### config.mk
export PLATFORM = sky130hd
export DESIGN_NAME = fre_generate_flat
export DESIGN_NICKNAME = d
export VERILOG_FILES = /design/src/rtl/fre_generate_pkg.sv /design/src/rtl/fre_generate_if.sv /design/src/rtl/fre_generate_div_seq.sv /design/src/rtl/fre_generate.sv /design/src/flat_wrapper.sv
export SDC_FILE = /design/constraint.sdc
export NUM_CORES = 1
export LEC_CHECK = 0
export ABC_AREA = 1
export CORE_MARGIN = 2
export CORE_UTILIZATION = 35
export DETAILED_ROUTE_END_ITERATION = 10
export SYNTH_ARGS = -nofsm -noshare
export SYNTH_HDL_FRONTEND = slang
export SYNTH_SLANG_ARGS = --single-unit
### constraint.sdc
create_clock -name sys_clk_i -period 7 [get_ports sys_clk_i]
set_input_delay 1.75 -clock sys_clk_i [delete_from_list [all_inputs] [get_ports sys_clk_i]]
set_output_delay 1.75 -clock sys_clk_i [all_outputs]
set_load 0.1 [all_outputs]
### src/rtl/fre_generate_pkg.sv
// Shared constants and FSM state type for the square-wave generator.
// Pure declarations; no timing or flow-control behaviour of its own.
package fre_pkg;

    localparam int DIV_W_DEF = 32;
    localparam int FREQ_W    = 20;
    localparam int KHZ_X2    = 2000;
    localparam int KHZ_X1    = 1000;

    typedef enum logic [1:0] {
        IDLE = 2'd0,
        DIV  = 2'd1,
        RUN  = 2'd2
    } fre_state_t;

endpackage

### src/rtl/fre_generate_if.sv
// Frequency request channel: valid/ready handshake plus the requested kHz value.
// The slave holds ready low while a division is in flight; the master keeps valid and data stable until accepted.
interface fre_generate_if;
    import fre_pkg::*;

    logic              cfg_valid_i;
    logic              cfg_ready_o;
    logic [FREQ_W-1:0] freq_khz_i;

    modport master (output cfg_valid_i, output freq_khz_i, input cfg_ready_o);
    modport slave  (input cfg_valid_i, input freq_khz_i, output cfg_ready_o);

endinterface

### src/rtl/fre_generate_div_seq.sv
// Unsigned restoring divider: the first quotient bit is resolved on the start edge, done pulses with the full quotient W cycles later.
// No backpressure: start is ignored while busy, and done is a single-cycle pulse the caller must catch.
module fre_div_seq #(
    parameter int W = 32
) (
    input  logic         clk,
    input  logic         rst,
    input  logic         start,
    input  logic [W-1:0] dividend,
    input  logic [W-1:0] divisor,
    output logic         done,
    output logic [W-1:0] quotient
);

    localparam int CNT_W = $clog2(W) + 1;

    logic [W-1:0]     rem;
    logic [W-1:0]     quo;
    logic [W-1:0]     dvs;
    logic [CNT_W-1:0] cnt;
    logic             busy;

    // One restoring step: shift the next dividend bit into the remainder, subtract if it fits.
    function automatic logic [2*W-1:0] div_step(input logic [W-1:0] r,
                                                input logic [W-1:0] q,
                                                input logic [W-1:0] d);
        logic [W:0] t;
        t = {r, q[W-1]};
        if (t >= {1'b0, d}) begin
            t = t - {1'b0, d};
            return {t[W-1:0], q[W-2:0], 1'b1};
        end
        return {t[W-1:0], q[W-2:0], 1'b0};
    endfunction

    always_ff @(posedge clk) begin
        if (rst) begin
            rem  <= '0;
            quo  <= '0;
            dvs  <= '0;
            cnt  <= '0;
            busy <= 1'b0;
            done <= 1'b0;
        end else begin
            done <= 1'b0;
            if (!busy) begin
                if (start) begin
                    {rem, quo} <= div_step('0, dividend, divisor);
                    dvs        <= divisor;
                    cnt        <= CNT_W'(W - 1);
                    busy       <= 1'b1;
                end
            end else begin
                {rem, quo} <= div_step(rem, quo, dvs);
                cnt        <= cnt - CNT_W'(1);
                if (cnt == CNT_W'(1)) begin
                    busy <= 1'b0;
                    done <= 1'b1;
                end
            end
        end
    end

    assign quotient = quo;

endmodule

### src/rtl/fre_generate.sv
// Programmable square wave from a kHz request: DIV_W-cycle division, then clk_o toggles every half_cnt_o cycles; ready is low only while dividing.
// FRE_GEN_ROUND_EN selects round-to-nearest half-period instead of truncation; new rates take effect on a toggle boundary.
module fre_generate
    import fre_pkg::*;
#(
    parameter int SYS_CLK_FRE = 100_000_000,
    parameter int DIV_W       = DIV_W_DEF
) (
    input  logic             sys_clk_i,
    input  logic             rst_i,
    fre_generate_if.slave    cfg,
    output logic             clk_o,
    output logic             rise_o,
    output logic             run_o,
    output logic             err_o,
    output logic [DIV_W-1:0] half_cnt_o
);

    fre_state_t       state;
    logic [DIV_W-1:0] hcnt;
    logic [DIV_W-1:0] pend;
    logic             pend_vld;

    logic             accept;
    logic             freq_zero;
    logic             tick;
    logic [DIV_W-1:0] divisor;
    logic [DIV_W-1:0] dividend;
    logic             div_done;
    logic [DIV_W-1:0] quotient;

    assign cfg.cfg_ready_o = (state != DIV);
    assign accept          = cfg.cfg_valid_i && cfg.cfg_ready_o;
    assign freq_zero       = (cfg.freq_khz_i == '0);
    assign tick            = run_o && (hcnt == half_cnt_o);

    assign divisor = DIV_W'(cfg.freq_khz_i) * DIV_W'(KHZ_X2);
`ifdef FRE_GEN_ROUND_EN
    // Adding half the divisor turns the truncating divide into round-to-nearest.
    assign dividend = DIV_W'(SYS_CLK_FRE) + DIV_W'(cfg.freq_khz_i) * DIV_W'(KHZ_X1);
`else
    assign dividend = DIV_W'(SYS_CLK_FRE);
`endif

    fre_div_seq #(.W(DIV_W)) u_div (
        .clk      (sys_clk_i),
        .rst      (rst_i),
        .start    (accept && !freq_zero),
        .dividend (dividend),
        .divisor  (divisor),
        .done     (div_done),
        .quotient (quotient)
    );

    always_ff @(posedge sys_clk_i) begin
        if (rst_i) begin
            state      <= IDLE;
            clk_o      <= 1'b0;
            rise_o     <= 1'b0;
            run_o      <= 1'b0;
            err_o      <= 1'b0;
            half_cnt_o <= '0;
            hcnt       <= '0;
            pend       <= '0;
            pend_vld   <= 1'b0;
        end else begin
            rise_o <= 1'b0;

            // The waveform keeps running through DIV; a pending rate only swaps in on a toggle.
            if (tick) begin
                clk_o  <= ~clk_o;
                rise_o <= ~clk_o;
                hcnt   <= DIV_W'(1);
                if (pend_vld) begin
                    half_cnt_o <= pend;
                    pend_vld   <= 1'b0;
                end
            end else if (run_o) begin
                hcnt <= hcnt + DIV_W'(1);
            end

            case (state)
                IDLE, RUN: begin
                    if (accept) begin
                        err_o <= 1'b0;
                        if (freq_zero) begin
                            state      <= IDLE;
                            clk_o      <= 1'b0;
                            rise_o     <= 1'b0;
                            run_o      <= 1'b0;
                            half_cnt_o <= '0;
                            hcnt       <= '0;
                            pend_vld   <= 1'b0;
                        end else begin
                            state <= DIV;
                        end
                    end
                end
                DIV: begin
                    if (div_done) begin
                        if (quotient == '0) begin
                            err_o <= 1'b1;
                            state <= run_o ? RUN : IDLE;
                        end else if (!run_o) begin
                            state      <= RUN;
                            clk_o      <= 1'b1;
                            rise_o     <= 1'b1;
                            run_o      <= 1'b1;
                            half_cnt_o <= quotient;
                            hcnt       <= DIV_W'(1);
                        end else begin
                            state    <= RUN;
                            pend     <= quotient;
                            pend_vld <= 1'b1;
                        end
                    end
                end
                default: state <= IDLE;
            endcase
        end
    end

endmodule

### src/flat_wrapper.sv
// flat-port wrapper written by rule: the top's interface ports become plain ports
module fre_generate_flat import fre_pkg::*;
#(
    parameter int SYS_CLK_FRE = 100_000_000,
    parameter int DIV_W       = DIV_W_DEF
)
  (sys_clk_i, rst_i, clk_o, rise_o, run_o, err_o, half_cnt_o, cfg_cfg_valid_i, cfg_freq_khz_i, cfg_cfg_ready_o);
  fre_generate_if cfg_i ();
  input  logic sys_clk_i;
  input  logic rst_i;
  output logic clk_o;
  output logic rise_o;
  output logic run_o;
  output logic err_o;
  output logic [DIV_W-1:0] half_cnt_o;
  input wire logic [$bits(cfg_i.cfg_valid_i)-1:0] cfg_cfg_valid_i;
  input wire logic [$bits(cfg_i.freq_khz_i)-1:0] cfg_freq_khz_i;
  output wire logic [$bits(cfg_i.cfg_ready_o)-1:0] cfg_cfg_ready_o;
  assign cfg_i.cfg_valid_i = cfg_cfg_valid_i;
  assign cfg_i.freq_khz_i = cfg_freq_khz_i;
  assign cfg_cfg_ready_o = cfg_i.cfg_ready_o;
  fre_generate #(.SYS_CLK_FRE(SYS_CLK_FRE), .DIV_W(DIV_W)) u_core (.sys_clk_i(sys_clk_i), .rst_i(rst_i), .cfg(cfg_i), .clk_o(clk_o), .rise_o(rise_o), .run_o(run_o), .err_o(err_o), .half_cnt_o(half_cnt_o));
endmodule
After elaboration in Yosys (flattened, before gate mapping)
Index checks and enable logic that the tools add are counted.
{"block": "totals", "in_bits": 23, "regBits": 202, "word_cells": 126}
{"block": "op_classes", "add_sub_neg": 4, "muxes": 75, "n_reduce_logical": 16, "n_lt_le_gt_ge": 2, "multipliers": 1, "n_bitwise": 3, "eq_ne": 10}
{"operator": "$mux W32", "n": 20}
{"operator": "$mux W64", "n": 4}
{"operator": "$pmux W32 S2", "n": 2}
{"operator": "$mux W1", "n": 37}
{"operator": "$ge A33 B31 Y1", "n": 1}
{"operator": "$add A32 B1 Y32 const B", "n": 1}
{"operator": "$eq A32 B32 Y1", "n": 1}
{"operator": "$logic_not A32 Y1", "n": 1}
{"operator": "$sub A1 B31 Y32 const A", "n": 1}
{"operator": "$sub A32 B31 Y32", "n": 1}
{"operator": "$ge A1 B31 Y1 const A", "n": 1}
{"operator": "$mul A20 B7 Y27 const B", "n": 1}
{"operator": "$logic_not A20 Y1", "n": 1}
{"operator": "$mux W6", "n": 2}
{"operator": "$pmux W1 S2", "n": 5}
{"operator": "$mux W2", "n": 4}
{"operator": "$ne A2 B1 Y1 const B", "n": 4}
{"operator": "$reduce_and A4 Y1", "n": 2}
{"operator": "$eq A6 B1 Y1 const B", "n": 1}
{"operator": "$sub A6 B1 Y6 const B", "n": 1}
{"operator": "$reduce_and A5 Y1", "n": 1}
{"operator": "$ne A2 B2 Y1 const B", "n": 2}
{"operator": "$pmux W2 S2", "n": 1}
{"operator": "$reduce_and A2 Y1", "n": 2}
{"operator": "other kinds (8)", "n": 14}

Logic depth before layout (Yosys ltp)
{"block": "logic_depth", "ltp_word": 9, "ltp_mapped": 28, "mapped_depth_nobuf": 27}

By module
From an unflattened synthesis, not the netlist that was laid out.
{"block": "hier_totals", "cells_unflattened": 2505, "hier_area_um2": 16619.7}
{"module": "fre_generate", "seq_area_each_um2": 2062.0, "n_inst": 1, "area_each_um2": 9286.4, "cells_each": 1282}
{"module": "fre_div_seq", "seq_area_each_um2": 2082.0, "n_inst": 1, "area_each_um2": 7333.3, "cells_each": 1223}

Worst setup path before layout
Ideal clock, no wire load.
{"block": "synth_timing", "path_type": "input to register", "startpoint": "input cfg_freq_khz_i[8]", "endpoint": "register u_core.u_div.rem[17]", "t_required_ps": 6929, "setup_ps": 71, "arrival_ps": 5772, "slack_ps": 1157, "path_stages": 23, "cell_sequence": "inv_1 -> fa_1 -> fa_1 -> fa_1 -> fa_1 -> inv_1 -> ha_1 -> nand2_2 -> inv_2 -> nand2_1 -> nand2_2 -> a21oi_1 -> nand2_1 -> nand2_1 -> nand2_2 -> nor2_2 -> nand2_1 -> nor2_1 -> nand4_1 -> nand2_1 -> buf_6 -> nand3b_4 -> a21oi_1"}
{"block": "synth_between", "elab_chain_cells": 9, "word_cells_on_any_way": 16, "classes_between": "add/sub (1); mul (1); order compare (1); mux (9); reduce/logical (4)"}
{"item": "start: declaration", "line": "flat_wrapper.sv:17", "source": "input wire logic [$bits(cfg_i.freq_khz_i)-1:0] cfg_freq_khz_i;"}
{"item": "$mul A20 B7 Y27", "line": "fre_generate.sv:37", "source": "assign divisor = DIV_W'(cfg.freq_khz_i) * DIV_W'(KHZ_X2);"}
{"item": "$ge A1 B31 Y1", "line": "fre_generate_div_seq.sv:29", "source": "if (t >= {1'b0, d}) begin"}
{"item": "$mux W1", "line": "fre_generate_div_seq.sv:29"}
{"item": "$mux W1", "line": "fre_generate_div_seq.sv:47", "source": "if (start) begin"}
{"item": "$mux W1", "line": "fre_generate_div_seq.sv:46", "source": "if (!busy) begin"}
{"item": "$mux W1", "line": "fre_generate_div_seq.sv:37", "source": "if (rst) begin"}
{"item": "$mux W64", "line": "fre_generate_div_seq.sv:33", "source": "return {t[W-1:0], q[W-2:0], 1'b0};"}
{"item": "$mux W32", "line": "fre_generate_div_seq.sv:47"}
{"item": "$mux W32", "line": "fre_generate_div_seq.sv:46"}
{"item": "end signal: assignment", "line": "fre_generate_div_seq.sv:48", "source": "{rem, quo} <= div_step('0, dividend, divisor);"}
{"item": "end signal: assignment", "line": "fre_generate_div_seq.sv:54", "source": "{rem, quo} <= div_step(rem, quo, dvs);"}
{"item": "end: declaration", "line": "fre_generate_div_seq.sv:17", "source": "logic [W-1:0] rem;"}
Several ways; a longest one is shown, not always the timed one. The select of a mux whose other input is x is not followed.
A chain may end at the register's enable or synchronous reset.

Worst setup path after layout
{"block": "layout_timing", "startpoint": "input cfg_freq_khz_i[10]", "endpoint": "register u_core.u_div.rem[11]"}
The elaborated chain is that of the path after synthesis.

==> impl_metrics.ini <==
[run_status]
status = finished clean

[floorplan]
rows = 76
design.core.area_um2 = 43100
ios = 60
start_util_pct = 35.5
die_w_um = 213
fp.dieArea_um2 = 45300
fp.dieH_um = 213

[clock_tree]
worstSkewPairLatency_ps = 510
clockBufferDepth = 3
clock-sinks = 202
postCtsSetupBuffers = 0
cts_root_buf = clkbuf_16
post_cts_resized = 0
cts_hold_buffers = 0
cts.clk_slew.worst_paths_ps = 60
cts_tree = done
htree_num_levels = 1
cts_made_buffers = 24

[setup_path]
cp-end-kind = flip-flop
path_max_fanout = 20
startpoint_type = input port
required_ps = 7420
worstSetupPathType = input port to flip-flop
arrival_ps = 6970

[power]
power.static_leakage_nw = 8.03
powerDensity_nw_per_um2 = 383
totalPowerFinal_w = 0.00666
ir_drop_uv = 166

[grt]
grt_pass1_vias = 14000
grt_max_degree = 81
grt_pass1_wl_mm = 70.2
antenna_found_initial = 0
overflow = 0
grt_use_total_pct = 19.1

[synth]
yosys.area.top_type_share_pct = 26.5
synth_flop_cell = dfxtp_1
synthArstFlopShare_pct = 0
synthMuxAreaShare_pct = 0
synth_edf_count = 0
yosys_warnings = 0
synthTopCellsByArea = dfxtp_1, nand2_1, fa_1
syn-cell-area_um2 = 15300
yosys.area_share.simple_pct = 27.2
synth-xor-area-share_pct = 4.13
synth_top_family_by_area = simple AND/OR/NAND/NOR gates
synth_fa_ha_area_share_pct = 17.6
synth_top_area_cell = dfxtp_1
ys_ff_latch = 202
synth.distinct_cells = 58
synth_compound_area_share_pct = 13.3
syn_inst = 2205
yosysSeqAreaShare_pct = 26.5
syn_nets = 2400
avgSynthCellArea_um2 = 6.93

[finish]
antenna_cells = 0
fillCellCount = 4526
syn_to_final_growth_pct = 13.6
nets = 2448
final_common_cell = nand2_1
drive_gt1_share_pct = 6.30
final_cell_mix = nand2_1, inv_1, dfxtp_1

[timing]
fin_skew_ps = 14.6
maxSlewViolCount = 0
rsz0062_at_grt = false
fmax_mhz = 153
timing.final.crit_share_pct = 93.6
hold_violations = 0
tns_ps = 0
relSlewSlack_pct = 29.4
tightest_slew_ps = 1060
setup_violations = 0
fin_crit_ps = 6550

[routing]
drcViolationCount = 0
wl_per_cell_um = 14.9
first_pass_iters = 5
vias = 14100
finalWirelength_mm = 42.6
vias_per_cell = 4.93
drt-initial-drc-count = 857
ant_nets = 0

[flow_run]
maxCapViolCount = 0

[placed_design]
gp_congestion = 0.892
io_buffers = 59
dp_hpwl_mm = 33.1

[hold_path]
hold_class = flip-flop to flip-flop
[kinds of logic after synthesis]
family	Yosys count
xor gates and xnor gates	72
adders and majority gates	172
DFF	202
buffers and inverters	458
AOI/OAI and AO/OA	363
and+or+nand+nor	938
[where the power goes]
part / total (W) / internal (W) / switching [W]
registers: 0.00130 / 0.00123 / 0.0000617
logic: 0.00413 / 0.00139 / 0.00274
clock network: 0.00123 / 0.000728 / 0.000504
total: 0.00666 / 0.00335 / 0.00331
[registers in the layout (all words and copies together), names as in the netlist]
| name | cells |
|---|---|
| u_core.err_o | 1 |
| u_core.hcnt | 32 |
| u_core.u_div.cnt | 6 |
| u_core.pend | 32 |
| u_core.state | 2 |
| u_core.rise_o | 1 |
| u_core.u_div.done | 1 |
| u_core.clk_o | 1 |
| u_core.u_div.quotient | 32 |
| u_core.pend_vld | 1 |
| u_core.u_div.rem | 32 |
| u_core.u_div.dvs | 27 |
| u_core.u_div.busy | 1 |
| u_core.half_cnt_o | 32 |
| u_core.run_o | 1 |
[stage by stage]
step                setup slack (ps)  area, um^2  std cells  hold WS (ps)  util, %
CTS                              433       17400       2856           463     40.3
finish                           447       17400       2856           459     40.3
floorplan                       1160       15300       2205           433        -
detailed placement             -84.3       16600       2812           454     38.5
global placement                31.1       16600       2812           449     38.5
global route                    8.08       17400       2856           482     40.3
[metal layers]
metal	share of wire, %	vias to the layer above	routed length (um)	track usage, %
met5	0	-	0	0
met4	2.5	0	1050	4.77
met3	3.4	65	1440	1.72
met2	49	265	21000	35.1
met1	45	6583	19200	23.8
li1	-	7169	-	-
[layout make-up]
type	instances	area, um^2	share of cell area, %
clock buffer	34	689	3.97
clock inverter	10	93.8	0.540
inverter	386	1450	8.34
multi-input combinational	1545	9500	54.7
sequential	202	4040	23.3
tap	585	732	4.21
timing repair buffer	94	861	4.96
[critical path: stages]
cell and delay, ps:
clkdlybuf4s50_1 570, inv_1 180, fa_1 500, fa_1 520, fa_1 510, fa_1 520
inv_1 40, ha_1 390, nand2_2 170, inv_1 50, nand2_1 110, nand2_1 90
inv_1 100, nand3_1 160, nand2_1 130, nand3b_1 80, nand2_1 140, nand2_1 90
nor2_1 130, nand4_1 110, nand2_1 130, buf_12 170, nand3b_4 150, a21oi_1 180
[path summary, 6_finish.rpt]
path / start / to / slack, ps / depth (start not counted)
worst min-delay path: u_core.pend[11] / u_core.pend[11] / 460 / 2
worst min register to register: u_core.pend[11] / u_core.pend[11] / 460 / 2
worst max-delay path: cfg_freq_khz_i[10] / u_core.u_div.rem[11] / 450 / 24
worst max register to register: u_core.u_div.quotient[0] / u_core.hcnt[28] / 3710 / 13
[synthesized netlist by cell type, types with 3 or more instances]
cell type,instances
a21o_1,4
a21oi_1,153
a31oi_1,5
buf_1,6
buf_2,8
clkbuf_1,55
clkinv_1,5
dfxtp_1,202
fa_1,71
ha_1,101
inv_1,369
inv_2,12
nand2_1,501
nand2_2,20
nand3_1,131
nand3_2,4
nand3b_1,16
nand4_1,31
nor2_1,157
nor2_2,14
nor2_4,3
nor3_1,17
nor3_2,3
nor3b_1,4
nor4_1,20
o211ai_1,42
o21ai_0,124
o21bai_1,3
o22ai_1,11
o32ai_1,5
or2_2,3
xnor2_1,12
xor2_1,60
Power figures use the tool's default switching activity.
==> patch 1: new RTL, same settings <==
Change the package constant `DIV_W_DEF` from 32 to 16.
--- a/src/rtl/fre_generate_pkg.sv
+++ b/src/rtl/fre_generate_pkg.sv
@@ -4,3 +4,3 @@
 
-    localparam int DIV_W_DEF = 32;
+    localparam int DIV_W_DEF = 16;
     localparam int FREQ_W    = 20;
Ports: changed (resized half_cnt_o); port bits go from 60 to 44. No check against the original RTL was run, so the function may have changed too.
==> patch 1 against the unedited design <==
  * Sequential cell count decreased by 96
  * Utilization grew 0.21 points
  * Largest cell class unchanged
  * Synthesized area is 54% lower
  * Total power decreased by 67%
  * Routed wire length is 61% lower
  * Setup slack improved by 490 ps
  * Die area shrank 53%
  * Synthesized cell count fell by 56%
  * Largest power group unchanged
  * Global-route usage decreased by 2.8 points
  * Non-clock buffer count is 47 lower
  * Final area fell by 54%
==> patch 1: results <==
group,metric,value,unit
power_and_ir_drop,irDropWorstVdd,0.1443,mV
place,place_congestion,0.8849,
yosys,syn_avg_cell_area,7.258,µm²
yosys,synth_nets,1055,
setup_path,reg2reg_from,"u_core.u_div.busy",
grt,antenna_found_initial,0,
place,dp.cells,1246,
detailed_routing,drt-total-wl,16.59,mm
clock_tree,h-tree-depth,3,
setup_path,arrival,6350,ps
yosys,yosysWarnings,0,
clock_tree,ctsResizeCount,0,
clock_tree,cts_buffer_depth,2,
worst_hold_path,hold_class,"flip-flop to flip-flop",
place,placed_area,7636,µm²
sta,whs,447.2,ps
place,portBuffers,43,
grt,track_usage,16.29,%
setup_path,crit_fanout,6,
final_layout,drive_gt1_share,4.514,%
power_and_ir_drop,leakagePower,3.606,nW
worst_hold_path,holdPathStages,2,
sta,slew_headroom,34.19,%
setup_path,slowest_delay,640,ps
setup_path,rrSetupSlack,4390,ps
yosys,netlist_top_cells_count,"nand2_1 (189), inv_1 (186), dfxtp_1 (106), nand3_1 (67), nor2_1 (61)",
place,place_ws,629.7,ps
yosys,synth_flop_cell,"dfxtp_1",
setup_path,slowest_stage,"clkdlybuf4s50_1",
worst_hold_path,min-delay-start,"u_core.u_div.quotient[3]",
detailed_routing,num_vias,6008,
final_layout,nFillCells,2087,
clock_tree,path_clk_slew,80,ps
place,dpl.hpwl,12.80,mm
yosys,synth_top_area_share,30.33,%
detailed_routing,firstDrtPassIters,5,
worst_hold_path,min_to,"u_core.half_cnt_o[3]",
run_status,status,"completed",
grt,grt_pass1_wl,28.64,mm
setup_path,timing.rr.end,"u_core.u_div.rem[15]",
clock_tree,postCtsSetupRepairBufs,0,
clock_tree,cts_root_buffer,"clkbuf_16",
final_layout,multi_input_area,4009,µm²
detailed_routing,drt_iter0_markers,351,
final_layout,antenna_cells,0,
clock_tree,clk_latency,340,ps
setup_path,crit_family,"adder cells",
sta,skew,9.769,ps
grt,grt_start_max_net_pins,44,
setup_path,reg2regPathDepth,7,
detailed_routing,wire_per_inst,13.15,µm
clock_tree,cts_buffers,9,
yosys,ys_types,46,
yosys,yosysSeqAreaShare,30.33,%
grt,grt_pass1_vias,5876,
yosys,yosys-top-cells-area,"dfxtp_1 (30%), nand2_1 (10%), inv_1 (10%), ha_1 (8.0%), fa_1 (6.6%)",
yosys,async_flop_share,0,%
-- patch 1: cell families (layout without fill, tap and decap cells) --
kind of cell	after synthesis	in the layout	synth area share (%)
XOR/XNOR	38	38	4.757
adder cells (fa/ha/maj)	68	68	14.63
flip-flops	106	106	30.33
multiplexers	1	1	0.1431
AO/OA/AOI/OAI	135	135	11.44
AND/OR/NAND/NOR	396	396	26.32
buffers and inverters	220	253	12.37
-- patch 1: area by class of cell --
cell class                      count  area share [%]
Inverter                          190           9.012
Multi-Input combinational cell    638           50.66
Clock buffer                       10           2.893
Tap cell                          265           4.190
Sequential cell                   106           26.81
Timing Repair Buffer               47           5.818
Clock inverter                      6          0.6166
-- patch 1: worst max path at each step --
stage | start | endpoint | slack (ps) | cells past startpoint
2_1_floorplan | cfg_freq_khz_i[3] | u_core.u_div.rem[11] | 1640 | 21
3_5_place_dp | cfg_freq_khz_i[2] | u_core.u_div.rem[11] | 630 | 22
4_1_cts | cfg_freq_khz_i[2] | u_core.u_div.rem[11] | 980 | 22
3_3_place_gp | cfg_freq_khz_i[2] | u_core.u_div.rem[13] | 710 | 22
5_1_grt | cfg_freq_khz_i[2] | u_core.u_div.rem[13] | 580 | 22
6_report | cfg_freq_khz_i[2] | u_core.u_div.rem[11] | 940 | 22
-- patch 1: power breakdown --
part / internal (mW) / leakage [nW] / switching [mW] / total, mW
Combinational: 0.370 / 2.61 / 0.657 / 1.03
Sequential: 0.639 / 0.861 / 0.0259 / 0.665
Clock: 0.245 / 0.131 / 0.231 / 0.476
-- patch 1: per-layer routing --
layer  vias up  track usage, %  part of all wire (%)
met1      2725           21.61                    49
met3        17           2.633                   2.8
met2       105           27.61                    47
met4         0           4.363                   1.5
met5         -               0                     0
li1       3161               -                     -
==> patch 2: new RTL, same flow settings <==
Without the edit above. Put one more register stage on the output `half_cnt_o`, cleared by the reset. The value now appears one clock later. The other outputs are not delayed to match. Comments in the files are not updated.
--- a/src/rtl/fre_generate.sv
+++ b/src/rtl/fre_generate.sv
@@ -18,2 +18,4 @@
 
+    logic [DIV_W-1:0] half_cnt_s0;
+
     fre_state_t       state;
@@ -34,3 +36,3 @@
     assign freq_zero       = (cfg.freq_khz_i == '0);
-    assign tick            = run_o && (hcnt == half_cnt_o);
+    assign tick            = run_o && (hcnt == half_cnt_s0);
 
@@ -61,3 +63,3 @@
             err_o      <= 1'b0;
-            half_cnt_o <= '0;
+            half_cnt_s0 <= '0;
             hcnt       <= '0;
@@ -74,3 +76,3 @@
                 if (pend_vld) begin
-                    half_cnt_o <= pend;
+                    half_cnt_s0 <= pend;
                     pend_vld   <= 1'b0;
@@ -90,3 +92,3 @@
                             run_o      <= 1'b0;
-                            half_cnt_o <= '0;
+                            half_cnt_s0 <= '0;
                             hcnt       <= '0;
@@ -108,3 +110,3 @@
                             run_o      <= 1'b1;
-                            half_cnt_o <= quotient;
+                            half_cnt_s0 <= quotient;
                             hcnt       <= DIV_W'(1);
@@ -122,2 +124,10 @@
 
+    always_ff @(posedge sys_clk_i) begin
+        if (rst_i) begin
+            half_cnt_o <= '0;
+        end else begin
+            half_cnt_o <= half_cnt_s0;
+        end
+    end
+
 endmodule
Formal check against the unedited RTL: same outputs for any inputs over 4 cycles, from zero or initial values and one cycle with rst_i high; that may be too few to reach the edited logic, so the function may still have changed.
==> patch 2 against the unedited design <==
  * Sequential power up 14%
  * Final cell count up 5.3%
  * Clock skew up 10 ps
  * Maximum frequency down 0.41%
  * Synthesized area up 5.8%
  * Critical path type unchanged
  * Highest routed layer unchanged
  * Non-clock buffer count down 7
  * First-iteration DRC count up 11%
  * Sequential cell count up 32
  * Setup slack worse by 27 ps
  * Total power down 4.8%
  * Final area up 5.1%
  * Routed wire length up 8.8%
==> patch 2: results <==
group,metric,value,unit
yosys,synth_top_area_share,28.99,%
grt,grt_use_met1,24.38,%
setup_path,reg2regPathDepth,12,
yosys,yosysSeqAreaShare,28.99,%
power_and_ir_drop,pwr-share-clk,21.3,%
power_and_ir_drop,irDropWorstVdd,0.1740,mV
yosys,yosys-top-cells-area,"dfxtp_1 (29%), nand2_1 (12%), inv_1 (9.8%), fa_1 (8.8%), ha_1 (7.8%)",
run_status,status,"completed",
power_and_ir_drop,leakagePower,8.557,nW
grt,grt_use_met2,35.60,%
detailed_routing,wl_met3,2.096,mm
final_layout,nNetsFinal,2584,
yosys,synth_nets,2542,
detailed_routing,vias_per_cell,4.930,
detailed_routing,firstDrtPassIters,6,
detailed_routing,met1Wirelength,20.27,mm
grt,grt_use_met3,2.467,%
yosys,ys_types,46,
detailed_routing,num_vias,14820,
place,placed_area,17400,µm²
sta,skew,24.73,ps
sta,worstMarginPinSlew,1093,ps
final_layout,drive_gt1_share,4.738,%
setup_path,crit_fanout,6,
power_and_ir_drop,pg_comb,3.51,mW
-- patch 2: changes by cell type after synthesis, sizes merged, moves of 10 or more --
| cell | change |
|---|---|
| inv | +48 |
| dfxtp | +32 |
| nor2 | +64 |
| o211ai | -36 |
| xor2 | -22 |
| o22ai | -10 |
| o221ai | +11 |
| o32ai | +14 |
| nand3 | +33 |
| nor3 | +15 |
| nand3b | -10 |
-- patch 2: cell type report --
type                    instances  area, µm²
fillers                      4867      27230
multi-input cells            1607       9549
flip-flops and latches        234       4684
inverters                     431       1618
repair buffers                 87      795.8
clock buffers                  37      764.5
well taps                     600      750.7
clock inverters                10      87.58
-- patch 2: path summary, 6_finish.rpt --
path / slack, ps / end / start
max reg2reg: 3540 / u_core.hcnt[5] / u_core.u_div.quotient[24]
max: 420 / u_core.u_div.rem[17] / cfg_freq_khz_i[11]
min: 450 / u_core.pend[7] / u_core.pend[7]
min reg2reg: 450 / u_core.pend[7] / u_core.pend[7]
-- patch 2: cells by family after synthesis --
logic type,Yosys count,synth area share (%)
flops,234,28.99
simple gates,1034,27.31
fa+ha+maj,172,16.61
buf+inv,506,12.01
xor+xnor,49,2.655
compound gates,352,12.43
-- patch 2: critical path: stages --
cell	delay [ps]
clkdlybuf4s50_1	570
inv_1	190
fa_1	460
fa_1	500
inv_1	60
fa_1	500
inv_1	50
fa_1	490
inv_1	40
ha_1	410
nand2_1	140
inv_1	100
nand2_2	80
nor2_1	170
nand4_1	250
nand3_1	190
nand2_1	60
nand2_1	70
nand2_1	60
nor2_1	150
nand2_1	80
nor2_1	100
nand3_1	200
buf_4	240
a21oi_1	140
-- patch 2: metrics by stage --
step	hold WS, ps	setup TNS, ps
finish	450.1	0
global route	462.9	0
CTS	452.6	0
detailed placement	443.6	-3415
global placement	438.6	-1691
floorplan	429.7	0
